[config.mk]
export PLATFORM = sky130hd
export DESIGN_NAME = instr_fetch
export DESIGN_NICKNAME = d
export VERILOG_FILES = /design/src/rtl/instr_fetch.sv
export SDC_FILE = /design/constraint.sdc
export NUM_CORES = 1
export LEC_CHECK = 0
export ABC_AREA = 1
export CAP_MARGIN = 20
export CORE_UTILIZATION = 40
export DETAILED_ROUTE_END_ITERATION = 10
export PLACE_DENSITY = 0.69
export SYNTH_ARGS = -nofsm -noshare
export SYNTH_HDL_FRONTEND = slang
export SYNTH_SLANG_ARGS = --single-unit
[constraint.sdc]
create_clock -name clk -period 2.4 [get_ports clk]
set_input_delay 0.48 -clock clk [delete_from_list [all_inputs] [get_ports clk]]
set_output_delay 0.48 -clock clk [all_outputs]
set_load 0.02 [all_outputs]
[src/rtl/instr_fetch.sv]
// Instruction fetch unit: requests words from instruction memory, holds each one
// for the datapath until it retires, then steps the PC (sequential, branch or jump).
module instr_fetch #(
    parameter logic [31:0] RESET_PC = 32'h0000_0000
) (
    input  logic        clk,
    input  logic        rst_n,
    output logic        imem_req,
    output logic [31:0] imem_addr,
    input  logic        imem_ack,
    input  logic [31:0] imem_rdata,
    output logic [31:0] instr,
    output logic [5:0]  opcode,
    output logic        instr_valid,
    input  logic        exec_done,
    input  logic        branch,
    input  logic        jump,
    input  logic        zero,
    output logic [31:0] pc,
    output logic [31:0] pc_plus4,
    output logic        halted,
    output logic [31:0] cycles,
    output logic [31:0] instructions
);

    typedef enum logic [1:0] {
        FETCH,
        ISSUE,
        HALT
    } state_t;

    localparam logic [5:0] OPC_HLT = 6'b111111;

    state_t      state;
    state_t      state_next;
    logic        running;
    logic        fetch_hit;
    logic        is_hlt;
    logic        retire;
    logic        pc_load;
    logic [31:0] branch_off;
    logic [31:0] next_pc;

    assign opcode    = instr[31:26];
    assign imem_addr = pc;
    assign pc_plus4  = pc + 32'd4;
    assign is_hlt    = (opcode == OPC_HLT);

    // running holds the request off until the first edge after reset release
    assign fetch_hit = (state == FETCH) && running && imem_ack;
    assign retire    = (state == ISSUE) && (is_hlt || exec_done);
    assign pc_load   = (state == ISSUE) && !is_hlt && exec_done;

    assign branch_off = {{14{instr[15]}}, instr[15:0], 2'b00};

    always_comb begin
        next_pc = pc_plus4;
        if (jump) begin
            next_pc = {pc_plus4[31:28], instr[25:0], 2'b00};
        end else if (branch && zero) begin
            next_pc = pc_plus4 + branch_off;
        end
    end

    always_ff @(posedge clk or negedge rst_n) begin
        if (!rst_n) begin
            state <= FETCH;
        end else begin
            state <= state_next;
        end
    end

    always_comb begin
        state_next = state;
        case (state)
            FETCH: begin
                if (fetch_hit) begin
                    state_next = ISSUE;
                end
            end
            ISSUE: begin
                if (is_hlt) begin
                    state_next = HALT;
                end else if (exec_done) begin
                    state_next = FETCH;
                end
            end
            HALT: begin
                state_next = HALT;
            end
            default: begin
                state_next = FETCH;
            end
        endcase
    end

    always_comb begin
        imem_req    = 1'b0;
        instr_valid = 1'b0;
        halted      = 1'b0;
        case (state)
            FETCH:   imem_req    = running;
            ISSUE:   instr_valid = 1'b1;
            HALT:    halted      = 1'b1;
            default: imem_req    = 1'b0;
        endcase
    end

    always_ff @(posedge clk or negedge rst_n) begin
        if (!rst_n) begin
            running      <= 1'b0;
            pc           <= RESET_PC;
            instr        <= 32'h0000_0000;
            cycles       <= 32'h0000_0000;
            instructions <= 32'h0000_0000;
        end else begin
            running <= 1'b1;
            if (fetch_hit) begin
                instr <= imem_rdata;
            end
            if (pc_load) begin
                pc <= next_pc;
            end
            if (state != HALT) begin
                cycles <= cycles + 32'd1;
            end
            if (retire) begin
                instructions <= instructions + 32'd1;
            end
        end
    end

endmodule

---- Yosys cells after proc, flatten, opt, wreduce, memory -nomap -nowiden ----
Cells that the tools add are included.
word-level totals
  bits in registers ....................... 131
  input bits .............................. 39
  output and inout bits ................... 201
operators by class
  add/subtract/negate cells ............... 4
  equality and inequality tests ........... 6
  multiplexer cells ....................... 9
  reduce and logical (&&, ||, !) cells .... 10
operators by type and width
  operator               count
  $add 32x1->32 const B  2
  $mux 32                2
  $add 32x3->32 const B  1
  $add 32x32->32         1
  $eq 6x6->1 const B     1
  $logic_and 1x1->1      6
  $mux 2                 3
  $pmux 2 s3             1
  $ne 2x2->1 const B     2
  $mux 1                 3
  $ne 3x3->1 const B     1
  $eq 2x1->1 const B     1
  $eq 2x2->1 const B     1
  $logic_not 2->1        1
  $reduce_and 2->1       1
  $logic_not 1->1        1
  $logic_or 1x1->1       1

---- Depth between registers and ports, before layout ----
Gate-level depths: netlist of the first run.
  depth after elaboration ................. 5
  gate-level depth with buffers ........... 25

---- Worst setup path after synthesis of the first run ----
OpenSTA, ideal clock, no wires.
  kind .................................... reg-to-reg
  start ................................... register pc[2], in the netlist imem_addr[2]
  end ..................................... register pc[29], in the netlist imem_addr[29]
  setup time .............................. 0.117 ns
  arrival ................................. 2.940 ns
  data required time ...................... 2.283 ns
  slack ................................... -0.657 ns
  stages on the path, launching flop included .. 19
  buffers on the path ..................... 0
  clock period less this slack ............ 3.057 ns
  path through ............................ dfrtp_1 ha_1 nand3_2 nor2_4 nand2_2 nor2_4 xor2_1 ha_1 nand2_1 inv_1 nand2_1 nand2_1 nand3b_1 nand2_1 nand3_1 nand3_1 nand2_1 nand2_1 nand2_1
between the ends
  longest elaborated chain between the ends .. 4
ends and longest elaborated chain
  what                    line  source
  start, declared         19    output logic [31:0] pc,
  start signal, assigned  122   pc <= next_pc;
  $add 32x3->32           46    assign pc_plus4 = pc + 32'd4;
  via pc_plus4[12]        20    output logic [31:0] pc_plus4,
  $add 32x32->32          61    next_pc = pc_plus4 + branch_off;
  $mux 32                 60    end else if (branch && zero) begin
  $mux 32                 58    if (jump) begin
The timed path passes the listed nets, and every way through them passes these cells.
A chain may end at the register's enable or synchronous reset.

---- Worst setup path after layout of the first run ----
  start ................................... register pc[6], in the netlist imem_addr[6]
  end ..................................... register pc[18], in the netlist imem_addr[18]
between the ends
  longest elaborated chain between the ends .. 4
ends and longest elaborated chain
  what               line
  $add 32x3->32 (*)  46
  $add 32x32->32     61
  $mux 32 (*)        60
  $mux 32 (*)        58
Every way passes the cells marked *; elsewhere a longest branch is shown, timed or not.

==> flow_summary.json, run 1 <==
{
  "clock_latency_ns": 0.43,
  "violations": "setup timing",
  "cts_sinks": 129,
  "place.gp.congestion": 0.940,
  "swShare_pct": 48.5,
  "diodes": 0,
  "via_per_inst": 5.19,
  "async_flop_share_pct": 100,
  "ys_seq_area_share_pct": 31.9,
  "stdcell_count": 2290,
  "slowest_stage": "dfrtp_1",
  "ys_ff_latch": 129,
  "p_leak_uw": 0.00844,
  "drcViolationCount": 0,
  "ys_top_cells_by_area": "dfrtp_1 32%, nand2_1 17%, inv_1 7.9%",
  "setup_viol": 53,
  "crit_type": "flip-flop to flip-flop",
  "fmax_ghz": 0.330,
  "critPathRequiredTime_ns": 2.69,
  "seq_power_share_pct": 13.9,
  "cp-start-kind": "flip-flop",
  "timing.final.ws_setup_ns": -0.633,
  "drv_cap": 0,
  "io_pins": 240,
  "synth_edf_count": 0,
  "grt_max_degree": 51,
  "synth_common_cells": "454 x nand2_1, 214 x inv_1, 129 x dfrtp_1",
  "clockBufferDepth": 2,
  "fin_nets": 2031,
  "drive_gt1_share_pct": 40.3,
  "n_fill_cell": 1831,
  "power_density_mw_per_mm2": 1460,
  "drtPass1Iterations": 6,
  "tightestPinTransition_ns": 0.593,
  "intPower_uw": 13200,
  "relSlewSlack_pct": 60.2,
  "vdd_ir_drop_max_mv": 0.829,
  "first_global_vias": 11600,
  "syn_area_mm2": 0.0101,
  "post_synth.cell_area_avg_um2": 6.88,
  "synth_top_area_cell": "dfrtp_1",
  "worstSetupEndpointType": "flip-flop",
  "grt.overflow.total": 0,
  "cpPeakStageDelay_ns": 0.42,
  "clock_power_share_pct": 9.4,
  "worstPathArrival_ns": 3.33,
  "synth_top_area_share_pct": 31.9,
  "antenna_found_initial": 1,
  "rows": 57,
  "grt_pass1_wl_um": 60700,
  "coreArea_mm2": 0.0245,
  "p_sw_uw": 12400,
  "die-area_mm2": 0.0259,
  "cts_buffers": 17,
  "holdCritPathClass": "input port to asynchronous set/reset pin",
  "dp.cells": 2174,
  "start_util_pct": 41.2,
  "wirelength_um": 41300,
  "rsz0062_at_grt": "true",
  "tritoncts": "yes",
  "fin_util_pct": 71.3,
  "drv_slew": 0,
  "cts_root_buf": "clkbuf_16",
  "outcome": "complete, but fails checks",
  "vias": 11900,
  "fin_crit_sh_pct": 126,
  "netlist_instances": 1469,
  "syn_to_final_growth_pct": 73.1,
  "combPwrFrac_pct": 76.6,
  "critPathMaxFanout": 5,
  "grt_use_total_pct": 30.0,
  "wl_per_cell_um": 18.0,
  "htree_levels": 4,
  "ys_types": 50,
  "hold_violations": 0,
  "synth.most_common_cell": "nand2_1",
  "ys_warn_count": 0,
  "ys.flop_type": "dfrtp_1",
  "dp_hpwl_um": 28700,
  "ant_nets": 0,
  "min_period_ns": 3.03,
  "io_buffers": 233,
  "cpMostUsedCell": "nand2_1",
  "die_h_um": 161,
  "drtIter0Drc": 839,
  "cp_cell_sequence": "nand2_2 > nor2_4 > buf_6 > nand2_8 > nor2_8 > buf_12 > xor2_4 > ha_4 > nand2_1 > nand2_1 > nand2_1 > nand2_1 > buf_4 > a21oi_2 > nand2_1 > xnor2_1 > nand2_1 > nand2_2 > a21oi_2",
  "finClkSkew_ns": 0.0226,
  "die_x_um": 161,
  "clk_pin_slew_ns": 0.06
}
stage by stage:
stage	setup TNS, ns	cell area [um2]	setup WS, ns	hold WS (ns)	power, uW
floorplan	-4.69	10400	-0.279	0.184	11100
global placement	-15.09	14400	-0.594	0.395	17400
detailed placement	-18.19	14400	-0.738	0.390	17600
CTS	-10.42	16500	-0.414	0.499	22800
global route	-22.49	17500	-0.743	0.519	26900
finish	-17.90	17500	-0.633	0.502	25600
repair_timing:
| action | in CTS | in global routing |
|---|---|---|
| endpoints found under the hold margin | 29 | 0 |
| cloned | 0 | 0 |
| pin swaps | 102 | 154 |
| hold buffers | 1 | 0 |
| endpoints found under the setup margin | 56 | 56 |
| setup buffers | 63 | 38 |
| gates resized for setup | 434 | 229 |
path summary, 6_finish.rpt:
kind,start,endpoint,slack [ns],cells after the start
setup / recovery,imem_addr[6],imem_addr[18],-0.63,19
min in group clk,cycles[6],cycles[6],0.50,1
setup reg to reg,imem_addr[6],imem_addr[18],-0.63,19
max in group asynchronous,rst_n,state[0],1.22,3
hold reg to reg,cycles[6],cycles[6],0.50,1
hold / removal,rst_n,instructions[24],0.50,2
cell families after synthesis:
group | count (synthesis) | synth area share (%)
flops | 129 | 31.9
mux | 24 | 2.67
other cells | 2 | 0.0743
simple gates | 788 | 34.7
fa+ha+maj | 39 | 4.90
xor+xnor | 80 | 7.15
compound gates | 116 | 6.15
buf+inv | 291 | 12.5
power groups by stage:
| stage | Combinational [uW] | Clock [uW] | Sequential [uW] |
|---|---|---|---|
| after floorplan | 6790 | 0 | 4260 |
| after global placement | 13900 | 0 | 3500 |
| after detailed placement | 14100 | 0 | 3510 |
| after CTS | 16900 | 2430 | 3510 |
| after global routing | 20700 | 2530 | 3630 |
| final | 19600 | 2410 | 3560 |
metal layers:
layer / vias to the layer above / GRT usage [%] / wire (um) / share of wire (%)
met2: 574 / 51.0 / 19900 / 48
met3: 113 / 6.01 / 3330 / 8.1
met5: - / 0 / 12 / 0.029
li1: 5554 / - / - / -
met4: 2 / 11.5 / 1560 / 3.8
met1: 5640 / 37.4 / 16500 / 40
state kept, by name, summed over array words and instances (netlist names):
register and count:
instr 32, state 2, instructions 32, imem_addr 30
running 1, cycles 32
worst max-delay path, delay by kind of cell, from the launching register on:
kind                       cells  cell delay [ns]
and+or+nand+nor               11             1.22
adders and majority gates      1             0.26
buffers and inverters          3             0.43
DFF                            1             0.42
xor gates and xnor gates       2             0.40
AOI/OAI and AO/OA              2             0.14
final cells by class:
type / instances / area, um2 / share of cell area (%)
multi-input combinational: 1054 / 7520 / 43.0
timing repair buffer: 526 / 4920 / 28.1
sequential: 129 / 3240 / 18.5
clock inverter: 13 / 104 / 0.593
tap: 324 / 405 / 2.32
clock buffer: 19 / 433 / 2.47
inverter: 225 / 868 / 4.96
cell usage in the layout (no fill, tap or decap), types with 4 or more instances in the layout:
| cell | count |
|---|---|
| buf_4 | 218 |
| clkbuf_16 | 17 |
| nand3_2 | 28 |
| xor2_4 | 10 |
| nor4_1 | 7 |
| ha_1 | 7 |
| nor3_2 | 5 |
| buf_6 | 93 |
| nand4_1 | 30 |
| nor3_1 | 22 |
| o21ai_0 | 16 |
| dfrtp_1 | 116 |
| clkinv_1 | 4 |
| a21oi_2 | 17 |
| nand2_1 | 314 |
| mux2_2 | 24 |
| xnor2_1 | 25 |
| conb_1 | 7 |
| nor2_4 | 41 |
| nand3_4 | 8 |
| nor2_1 | 79 |
| o21ai_2 | 5 |
| buf_12 | 8 |
| nand2_2 | 102 |
| clkdlybuf4s50_1 | 200 |
| dfrtp_2 | 13 |
| inv_2 | 46 |
| inv_1 | 165 |
| a21oi_1 | 51 |
| xor2_1 | 40 |
| inv_4 | 9 |
| nand3_1 | 54 |
| o21ai_1 | 8 |
| inv_6 | 5 |
| nor2_2 | 25 |
| nand2_4 | 51 |
| clkinvlp_4 | 5 |
| ha_4 | 29 |
(Power assumes the default switching activity.)
==> run 2: changes to the inputs <==
--- a/config.mk
+++ b/config.mk
@@ -8,6 +8,7 @@
 export ABC_AREA = 1
 export CAP_MARGIN = 20
 export CORE_UTILIZATION = 40
+export CTS_CLUSTER_DIAMETER = 120
 export DETAILED_ROUTE_END_ITERATION = 10
 export PLACE_DENSITY = 0.69
 export SYNTH_ARGS = -nofsm -noshare
==> results of run 2 <==
No change in the layout: final DEF, timing and power equal those of run 1.
